File: config.mk
export PLATFORM = sky130hd
export DESIGN_NAME = intr_ctrl85_flat
export DESIGN_NICKNAME = d
export VERILOG_FILES = /design/src/rtl/intr_ctrl85_if.sv /design/src/rtl/intr_ctrl85.sv /design/src/flat_wrapper.sv
export SDC_FILE = /design/constraint.sdc
export NUM_CORES = 1
export LEC_CHECK = 0
export ABC_AREA = 1
export CORE_ASPECT_RATIO = 0.8
export CORE_MARGIN = 2
export CORE_UTILIZATION = 40
export DETAILED_ROUTE_END_ITERATION = 10
export PLACE_DENSITY = 0.76
export SETUP_SLACK_MARGIN = 0.5
export SKIP_CTS_REPAIR_TIMING = 1
export SLEW_MARGIN = 10
export SYNTH_ARGS = -nofsm -noshare
export SYNTH_HDL_FRONTEND = slang
export SYNTH_SLANG_ARGS = --single-unit
export TNS_END_PERCENT = 100
File: constraint.sdc
create_clock -name clk -period 1.3 [get_ports clk]
set_input_delay 0.26 -clock clk [delete_from_list [all_inputs] [get_ports clk]]
set_output_delay 0.26 -clock clk [all_outputs]
set_load 0.01 [all_outputs]
File: src/rtl/intr_ctrl85_if.sv
// Pin, SIM/EI/DI, instruction-boundary and request/ack signals between
// the 8085-style core side and the interrupt controller.
interface intr_ctrl85_if #(
   parameter int ADDRSIZE = 16
);
   logic                trap;
   logic                rst75;
   logic                rst65;
   logic                rst55;
   logic                intr;
   logic                sim_wr;
   logic [7:0]          sim_data;
   logic                ei_set;
   logic                di_set;
   logic                inst_end;
   logic                ack;
   logic                irq;
   logic [2:0]          isrc;
   logic [ADDRSIZE-1:0] ivec;
   logic                ien;
   logic [7:0]          rim_data;

   modport slave (
      input  trap, rst75, rst65, rst55, intr, sim_wr, sim_data,
             ei_set, di_set, inst_end, ack,
      output irq, isrc, ivec, ien, rim_data
   );

   modport master (
      output trap, rst75, rst65, rst55, intr, sim_wr, sim_data,
             ei_set, di_set, inst_end, ack,
      input  irq, isrc, ivec, ien, rim_data
   );
endinterface

File: src/rtl/intr_ctrl85.sv
// 8085-style interrupt controller: synchronises pins, applies SIM mask and
// EI/DI, and presents one prioritised restart request at instruction ends.
module intr_ctrl85 #(
   parameter int ADDRSIZE    = 16,
   parameter int SYNC_STAGES = 2
) (
   input logic          clk,
   input logic          rst_,
   intr_ctrl85_if.slave bus
);
   typedef enum logic {IDLE, REQ} state_t;

   localparam int NPIN   = 5;
   localparam int P_TRAP = 4;
   localparam int P_75   = 3;
   localparam int P_65   = 2;
   localparam int P_55   = 1;
   localparam int P_INTR = 0;

   localparam logic [2:0] SRC_TRAP = 3'd0;
   localparam logic [2:0] SRC_75   = 3'd1;
   localparam logic [2:0] SRC_65   = 3'd2;
   localparam logic [2:0] SRC_55   = 3'd3;
   localparam logic [2:0] SRC_INTR = 3'd4;

   localparam logic [ADDRSIZE-1:0] VEC_TRAP = ADDRSIZE'(16'h0024);
   localparam logic [ADDRSIZE-1:0] VEC_75   = ADDRSIZE'(16'h003C);
   localparam logic [ADDRSIZE-1:0] VEC_65   = ADDRSIZE'(16'h0034);
   localparam logic [ADDRSIZE-1:0] VEC_55   = ADDRSIZE'(16'h002C);
   localparam logic [ADDRSIZE-1:0] VEC_INTR = '0;

   logic [SYNC_STAGES-1:0][NPIN-1:0] sync_q;
   logic [NPIN-1:0]     pins, lvl;
   logic [1:0]          dly_q, rise;

   state_t              state_q, state_d;
   logic [2:0]          isrc_q, isrc_d;
   logic [ADDRSIZE-1:0] ivec_q, ivec_d;
   logic                ien_q, ien_d;
   logic                ei_pend_q, ei_pend_d;
   logic [2:0]          mask_q, mask_d;
   logic                trap_lat_q, trap_lat_d;
   logic                r75_q, r75_d;
   logic                ack_acc;
   logic [4:0]          qual;

   assign pins = {bus.trap, bus.rst75, bus.rst65, bus.rst55, bus.intr};
   assign lvl  = sync_q[SYNC_STAGES-1];
   // rise[1] = TRAP edge, rise[0] = RST7.5 edge
   assign rise = lvl[P_TRAP:P_75] & ~dly_q;

   always_ff @(posedge clk or negedge rst_) begin
      if (!rst_) begin
         sync_q <= '0;
         dly_q  <= '0;
      end else begin
         sync_q[0] <= pins;
         for (int i = 1; i < SYNC_STAGES; i++) sync_q[i] <= sync_q[i-1];
         dly_q <= lvl[P_TRAP:P_75];
      end
   end

   always_ff @(posedge clk or negedge rst_) begin
      if (!rst_) begin
         state_q    <= IDLE;
         isrc_q     <= '0;
         ivec_q     <= '0;
         ien_q      <= 1'b0;
         ei_pend_q  <= 1'b0;
         mask_q     <= 3'b111;
         trap_lat_q <= 1'b0;
         r75_q      <= 1'b0;
      end else begin
         state_q    <= state_d;
         isrc_q     <= isrc_d;
         ivec_q     <= ivec_d;
         ien_q      <= ien_d;
         ei_pend_q  <= ei_pend_d;
         mask_q     <= mask_d;
         trap_lat_q <= trap_lat_d;
         r75_q      <= r75_d;
      end
   end

   assign ack_acc = (state_q == REQ) && bus.ack;

   assign qual[0] = trap_lat_q & lvl[P_TRAP];
   assign qual[1] = ien_q & ~mask_q[2] & r75_q;
   assign qual[2] = ien_q & ~mask_q[1] & lvl[P_65];
   assign qual[3] = ien_q & ~mask_q[0] & lvl[P_55];
   assign qual[4] = ien_q & lvl[P_INTR];

   always_comb begin
      state_d    = state_q;
      isrc_d     = isrc_q;
      ivec_d     = ivec_q;
      ien_d      = ien_q;
      ei_pend_d  = ei_pend_q;
      mask_d     = mask_q;
      trap_lat_d = trap_lat_q;
      r75_d      = r75_q;

      // Clears first, so a same-cycle set edge overrides them
      if (ack_acc && isrc_q == SRC_TRAP) trap_lat_d = 1'b0;
      if (rise[1]) trap_lat_d = 1'b1;
      if ((ack_acc && isrc_q == SRC_75) || (bus.sim_wr && bus.sim_data[4]))
         r75_d = 1'b0;
      if (rise[0]) r75_d = 1'b1;

      if (bus.sim_wr && bus.sim_data[3]) mask_d = bus.sim_data[2:0];

      if (bus.di_set || ack_acc) begin
         ien_d     = 1'b0;
         ei_pend_d = 1'b0;
      end else begin
         if (ei_pend_q && bus.inst_end) begin
            ien_d     = 1'b1;
            ei_pend_d = 1'b0;
         end
         if (bus.ei_set) ei_pend_d = 1'b1;
      end

      case (state_q)
         IDLE: begin
            if (bus.inst_end && |qual) begin
               state_d = REQ;
               if (qual[0])      begin isrc_d = SRC_TRAP; ivec_d = VEC_TRAP; end
               else if (qual[1]) begin isrc_d = SRC_75;   ivec_d = VEC_75;   end
               else if (qual[2]) begin isrc_d = SRC_65;   ivec_d = VEC_65;   end
               else if (qual[3]) begin isrc_d = SRC_55;   ivec_d = VEC_55;   end
               else              begin isrc_d = SRC_INTR; ivec_d = VEC_INTR; end
            end
         end
         REQ: if (bus.ack) state_d = IDLE;
         default: state_d = IDLE;
      endcase
   end

   assign bus.irq      = (state_q == REQ);
   assign bus.isrc     = isrc_q;
   assign bus.ivec     = ivec_q;
   assign bus.ien      = ien_q;
   assign bus.rim_data = {1'b0, r75_q, lvl[P_65], lvl[P_55], ien_q, mask_q};
endmodule

File: src/flat_wrapper.sv
// flat-port wrapper written by rule: the top's interface ports become plain ports
module intr_ctrl85_flat 
#(
   parameter int ADDRSIZE    = 16,
   parameter int SYNC_STAGES = 2
)
  (clk, rst_, bus_trap, bus_rst75, bus_rst65, bus_rst55, bus_intr, bus_sim_wr, bus_sim_data, bus_ei_set, bus_di_set, bus_inst_end, bus_ack, bus_irq, bus_isrc, bus_ivec, bus_ien, bus_rim_data);
  intr_ctrl85_if #(.ADDRSIZE(ADDRSIZE)) bus_i ();
  input logic clk;
  input logic rst_;
  input wire logic [$bits(bus_i.trap)-1:0] bus_trap;
  input wire logic [$bits(bus_i.rst75)-1:0] bus_rst75;
  input wire logic [$bits(bus_i.rst65)-1:0] bus_rst65;
  input wire logic [$bits(bus_i.rst55)-1:0] bus_rst55;
  input wire logic [$bits(bus_i.intr)-1:0] bus_intr;
  input wire logic [$bits(bus_i.sim_wr)-1:0] bus_sim_wr;
  input wire logic [$bits(bus_i.sim_data)-1:0] bus_sim_data;
  input wire logic [$bits(bus_i.ei_set)-1:0] bus_ei_set;
  input wire logic [$bits(bus_i.di_set)-1:0] bus_di_set;
  input wire logic [$bits(bus_i.inst_end)-1:0] bus_inst_end;
  input wire logic [$bits(bus_i.ack)-1:0] bus_ack;
  output wire logic [$bits(bus_i.irq)-1:0] bus_irq;
  output wire logic [$bits(bus_i.isrc)-1:0] bus_isrc;
  output wire logic [$bits(bus_i.ivec)-1:0] bus_ivec;
  output wire logic [$bits(bus_i.ien)-1:0] bus_ien;
  output wire logic [$bits(bus_i.rim_data)-1:0] bus_rim_data;
  assign bus_i.trap = bus_trap;
  assign bus_i.rst75 = bus_rst75;
  assign bus_i.rst65 = bus_rst65;
  assign bus_i.rst55 = bus_rst55;
  assign bus_i.intr = bus_intr;
  assign bus_i.sim_wr = bus_sim_wr;
  assign bus_i.sim_data = bus_sim_data;
  assign bus_i.ei_set = bus_ei_set;
  assign bus_i.di_set = bus_di_set;
  assign bus_i.inst_end = bus_inst_end;
  assign bus_i.ack = bus_ack;
  assign bus_irq = bus_i.irq;
  assign bus_isrc = bus_i.isrc;
  assign bus_ivec = bus_i.ivec;
  assign bus_ien = bus_i.ien;
  assign bus_rim_data = bus_i.rim_data;
  intr_ctrl85 #(.ADDRSIZE(ADDRSIZE), .SYNC_STAGES(SYNC_STAGES)) u_core (.clk(clk), .rst_(rst_), .bus(bus_i));
endmodule
==> out/metrics.csv, run 1 <==
stage,metric,value,unit
synthesis,"area leader, netlist",dfrtp_1,
synthesis,top_reg_cell synth,dfrtp_1,
setup_path,family with the most delay on the worst path,flip-flops,
clock_network,Max clock buf depth,2,
floorplanning,CORE AREA,0.00250,mm^2
floorplanning,die height,50.3,um
power_and_ir_drop,maximum vdd drop,780,uV
route,initial drt markers,8,
clock_network,# clock sinks,25,
route,remaining routing DRC violations,0,
setup_path,startpoint types,flip-flop,
setup_path,"Data arrival, critical path",1000,ps
placed_design,port buffer count,32,
synthesis,Synth warnings,0,
clock_network,H-Tree Depth,1,
timing,setup TNS,0,ps
global_routing,initial antenna violation count,0,
timing,RSZ-0062 raised after global routing,true,
placed_design,DPL Wire Length,1.46,mm
synthesis,sequential area share after synthesis,58.8,%
timing,min cycle time layout,1260,ps
layout,area grow syn2layout,51.1,%
route,drt wl/cell,11.1,um
floorplanning,die area,0.00311,mm^2
route,drt pass-1 iters,4,
clock_network,CTS tree,done,
hold_path,Worst Hold Class,input pin to asynchronous set/reset pin,
placed_design,Placed Cells,177,
global_routing,first-pass GRT wire length,3.21,mm
layout,share of layout cells above drive strength 1,47.1,%
global_routing,vias in the first global route,749,
route,post-route ant nets,0,
setup_path,Worst R2R Path Depth,8,
global_routing,Total GRT Usage,14.4,%
setup_path,worst r2r src,u_core.bus.ien,
synthesis,Synth Register Bits,25,
timing,fin. max-slew vios,0,
floorplanning,Die X-Extent,61.9,um
timing,# setup viols final,0,
layout,post-route cell area,0.00162,mm^2
setup_path,CP Buf/Inv Count,1,
run,max-cap violations,0,
setup_path,r2r setup slk,70,ps
setup_path,CP required,1040,ps
layout,Filler Cells Inserted,207,
power_and_ir_drop,leak pwr,0.000797,uW
timing,final clock skew,3.64,ps
clock_network,CTS buffer count,3,
synthesis,synth cell count leaders,"dfrtp_1 (22), nand2_1 (22), buf_4 (19), inv_1 (10), a21oi_1 (7)",
placed_design,Placer Congestion,0.775,
run_status,status,completed,
layout,# diodes,0,
layout,final net count,178,
timing,final hold vios,0,
synthesis,post-synth top area share,51.4,%
setup_path,Crit-path slowest cell,dfstp_2,
setup_path,Worst Setup End Kind,primary output,
floorplanning,IO Count,49,
floorplanning,FP Rows,16,
layout,final non-filler cell total,193,
setup_path,reg-to-reg endpoint,u_core.bus.ivec[2],
timing,maximum clock frequency,794,MHz
setup_path,"Largest stage delay, worst path",570,ps
clock_network,Clock Root Buffer,clkbuf_4,
route,Via Count,821,
route,drt via density,4.25,
setup_path,Crit Path Max Fanout,2,
floorplanning,Initial Util,42.8,%
timing,final worst path period share,96.8,%
layout,"Core Util, Final",64.6,%
clock_network,Clock Latency Late Sink,330,ps
synthesis,Mapped Cells,108,
setup_path,CP Cell Sequence,buf_6,
setup_path,CP Class,flip-flop to primary output,
synthesis,fraction of registers with async set/reset,100,%
synthesis,Mapped Area,0.00107,mm^2
synthesis,Avg Synthesized Cell Area,9.92,um^2
synthesis,synth top area cells,"dfrtp_1 (51%), buf_4 (13%), nand2_1 (7.7%)",
global_routing,largest net degree at the start of global routing,26,
route,Routed WL,2.15,mm
global_routing,grt total ovfl,0,
synthesis,post-synth cell types,18,
power_and_ir_drop,Pwr per Cell Area,1180,mW/mm^2
clock_network,"Clk pin slew, worst setup/hold paths",140,ps
placed_design,placed cell area,0.00144,mm^2
synthesis,Post-synth EDFFs,0,
[layout by cell type (no fill, tap or decap)]
cell type / netlist / routed
buf_6: 0 / 7
nor2_4: 0 / 1
nor3_4: 0 / 1
inv_1: 10 / 7
nand2_2: 0 / 7
nand2_1: 22 / 12
clkinvlp_4: 0 / 1
nand4_1: 1 / 1
inv_2: 1 / 4
nor2_1: 6 / 4
nand3_4: 0 / 3
a21oi_1: 7 / 4
nor2_2: 1 / 2
o21ai_1: 4 / 2
o21a_1: 1 / 1
buf_12: 0 / 1
o21ai_2: 0 / 2
dfrtp_2: 0 / 3
clkbuf_2: 0 / 11
nand2_4: 1 / 4
buf_8: 0 / 1
clkdlybuf4s50_1: 0 / 16
nand3_1: 4 / 3
dfrtp_1: 22 / 19
buf_4: 19 / 16
nor3_1: 2 / 1
nand4_4: 0 / 1
clkbuf_4: 0 / 3
conb_1: 1 / 13
a21oi_2: 0 / 3
dfstp_2: 3 / 3
[worst max path at each step]
stage                startpoint                 end  cells past startpoint
6_report       u_core.mask_q[1]     bus_rim_data[1]                      1
5_1_grt        u_core.mask_q[1]     bus_rim_data[1]                      1
3_5_place_dp            bus_ack        u_core.r75_q                      6
2_1_floorplan  u_core.mask_q[0]  u_core.bus.isrc[2]                      5
3_3_place_gp            bus_ack        u_core.r75_q                      6
4_1_cts        u_core.mask_q[0]     bus_rim_data[0]                      1
[registers in the layout, indices dropped and copies added (netlist names)]
register and cells:
u_core.bus.ien 1, u_core.bus.irq 1, u_core.bus.isrc 3, u_core.bus.ivec 2, u_core.dly_q 2, u_core.ei_pend_q 1, u_core.lvl 5, u_core.mask_q 3
u_core.r75_q 1, u_core.sync_q 5, u_core.trap_lat_q 1
[kinds of logic after synthesis]
family	count (synthesis)	share of synthesized area, %
AOI/OAI and AO/OA	12	5.84
buffers and inverters	30	17.2
DFF	25	58.8
other	1	0.350
and+or+nand+nor	40	17.9
[per-layer routing]
metal  wire [um]  GRT usage, %
met1         859          16.3
met2        1110          24.4
met3         138          4.64
met5           0             0
met4          39          6.38
[final cells by class]
type	instances	area (um^2)	share of cell area (%)
Sequential cell	25	633	39.1
Timing Repair Buffer	52	449	27.8
Multi-Input combinational cell	65	419	25.9
Tap cell	36	45.0	2.78
Inverter	11	41.3	2.55
Clock buffer	3	22.5	1.39
Clock inverter	1	7.51	0.464
[metrics by stage]
step	hold WS, ps	total power (uW)	setup WS (ps)
4_1_cts	255	1810	-394
3_5_place_dp	338	1440	-76.1
5_1_grt	269	2020	-1.16
2_1_floorplan	-35.6	1230	223
6_report	264	1920	41.1
3_3_place_gp	332	1430	-65.8
[report_power, final]
group          leakage, uW  internal (uW)  switching [uW]
registers         0.000295            874            57.4
logic             0.000488            318             301
clock network    0.0000139            118             247
total             0.000797           1310             605
(Power assumes the default switching activity.)
==> inputs of run 2 (changes only) <==
ABC_CLOCK_PERIOD_IN_PS = 1120   (was unset)
CORE_ASPECT_RATIO = 2   (was 0.8)
CORE_UTILIZATION = 36   (was 40)
PLACE_DENSITY = 0.72   (was 0.76)
clock period = 1.12 ns   (was 1.3 ns; I/O delays follow)
==> out/metrics.csv, run 2 (same netlist as run 1, synthesis figures left out) <==
stage,metric,value,unit
floorplanning,Initial Util,36.8,%
clock_network,CTS buffer count,3,
timing,final hold slack,285,ps
placed_design,Placer Congestion,0.710,
floorplanning,die area,0.00345,mm^2
route,drt pass-1 iters,3,
setup_path,"Data arrival, critical path",980,ps
layout,most frequent cells in the layout,"dfrtp_1 (19), nand2_1 (15), clkdlybuf4s50_1 (15), buf_6 (14)",
layout,share of layout cells above drive strength 1,46.0,%
run_status,status,"finished, violations left",
route,drt via density,4.46,
floorplanning,FP Rows,28,
clock_network,Clock Root Buffer,clkbuf_8,
clock_network,H-Tree Depth,1,
layout,final net count,182,
timing,maximum clock frequency,831,MHz
power_and_ir_drop,leak pwr,0.000842,uW
global_routing,grt total ovfl,0,
clock_network,# clock sinks,25,
setup_path,Worst R2R Path Depth,6,
setup_path,CP Cell Sequence,dlymetal6s2s_1,
hold_path,worst hold stages,3,
timing,fin. max-slew vios,0,
setup_path,reg-to-reg endpoint,u_core.bus.isrc[2],
timing,final hold vios,0,
floorplanning,CORE AREA,0.00291,mm^2
global_routing,first-pass GRT wire length,3.24,mm
global_routing,Total GRT Usage,12.6,%
run,max-cap violations,0,
clock_network,"Clk pin slew, worst setup/hold paths",90,ps
timing,PnR worst setup slack,-84.1,ps
setup_path,worst r2r src,u_core.mask_q[2],
route,remaining routing DRC violations,0,
hold_path,Worst Hold Class,input pin to flip-flop,
setup_path,CP required,900,ps
timing,RSZ-0062 raised after global routing,true,
setup_path,Crit Path Max Fanout,2,
layout,# diodes,0,
run_status,violated checks,setup timing,
setup_path,Worst Setup End Kind,primary output,
timing,final worst path period share,108,%
layout,"commonest non-fill, non-tap cell in the layout",dfrtp_1,
setup_path,startpoint types,flip-flop,
clock_network,CTS tree,done,
clock_network,Clock Latency Late Sink,260,ps
setup_path,family with the most delay on the worst path,flip-flops,
floorplanning,IO Count,49,
setup_path,Crit-path slowest cell,dfstp_2,
route,Via Count,851,
power_and_ir_drop,Pwr per Cell Area,1390,mW/mm^2
setup_path,r2r setup slk,-70,ps
floorplanning,Die X-Extent,42.6,um
timing,# setup viols final,10,
layout,"Core Util, Final",57.5,%
floorplanning,die height,81.1,um
route,drt wl/cell,11.8,um
setup_path,CP Class,flip-flop to primary output,
global_routing,vias in the first global route,785,
global_routing,largest net degree at the start of global routing,26,
global_routing,initial antenna violation count,0,
layout,area grow syn2layout,56.2,%
hold_path,hold path startpoint,bus_inst_end,
timing,final clock skew,1.91,ps
timing,min cycle time layout,1200,ps
hold_path,hold path endpoint,u_core.bus.ien,
setup_path,CP Buf/Inv Count,1,
placed_design,port buffer count,32,
power_and_ir_drop,maximum vdd drop,1050,uV
route,initial drt markers,11,
clock_network,Max clock buf depth,2,
setup_path,"Largest stage delay, worst path",550,ps
placed_design,DPL Wire Length,1.70,mm
route,post-route ant nets,0,
route,Routed WL,2.25,mm
[run 2: how the worst max path moves through the flow]
stage	to	depth (start not counted)	start
after global routing	u_core.bus.ivec[4]	5	u_core.bus.irq
final	bus_rim_data[2]	1	u_core.mask_q[2]
after floorplan	u_core.bus.isrc[2]	5	u_core.mask_q[0]
after CTS	bus_rim_data[2]	1	u_core.mask_q[2]
after detailed placement	u_core.bus.isrc[2]	5	bus_inst_end
after global placement	u_core.r75_q	6	bus_ack
[run 2: tightest hold or removal path: stages]
cell,delay (ps)
dlymetal6s2s_1,110
a21oi_1,80
nor2_2,100
[run 2: final cells by class]
cell class | instances | area, um^2
multi-input cells | 65 | 399
clock buffers | 3 | 41.3
repair buffers | 56 | 505
flip-flops and latches | 25 | 633
fillers | 264 | 1230
inverters | 11 | 48.8
clock inverters | 1 | 7.51
well taps | 30 | 37.5
[run 2: metal layers]
metal | routed length [um] | share of wire (%) | GRT usage, %
met1 | 766 | 34 | 12.2
met3 | 67 | 3.0 | 2.00
met4 | 49 | 2.2 | 6.56
met2 | 1370 | 61 | 24.5
met5 | 0 | 0 | 0
[run 2: where the power goes]
part / switching [uW] / total (uW) / leakage (uW) / internal (uW)
clock network: 276 / 527 / 0.0000217 / 251
registers: 66.8 / 1080 / 0.000295 / 1010
logic: 355 / 718 / 0.000526 / 363
total: 698 / 2330 / 0.000842 / 1630
[run 2: metrics by stage]
step	std cells	total power (uW)	TNS, ps	instance area [um^2]	worst slack [ps]
6_report	191	2330	-571	1670	-84.1
5_1_grt	191	2460	-1070	1670	-143
4_1_cts	187	2290	-5840	1570	-461
3_5_place_dp	183	1760	-2630	1520	-272
3_3_place_gp	183	1740	-2190	1520	-245
2_1_floorplan	120	1430	0	1160	42.7
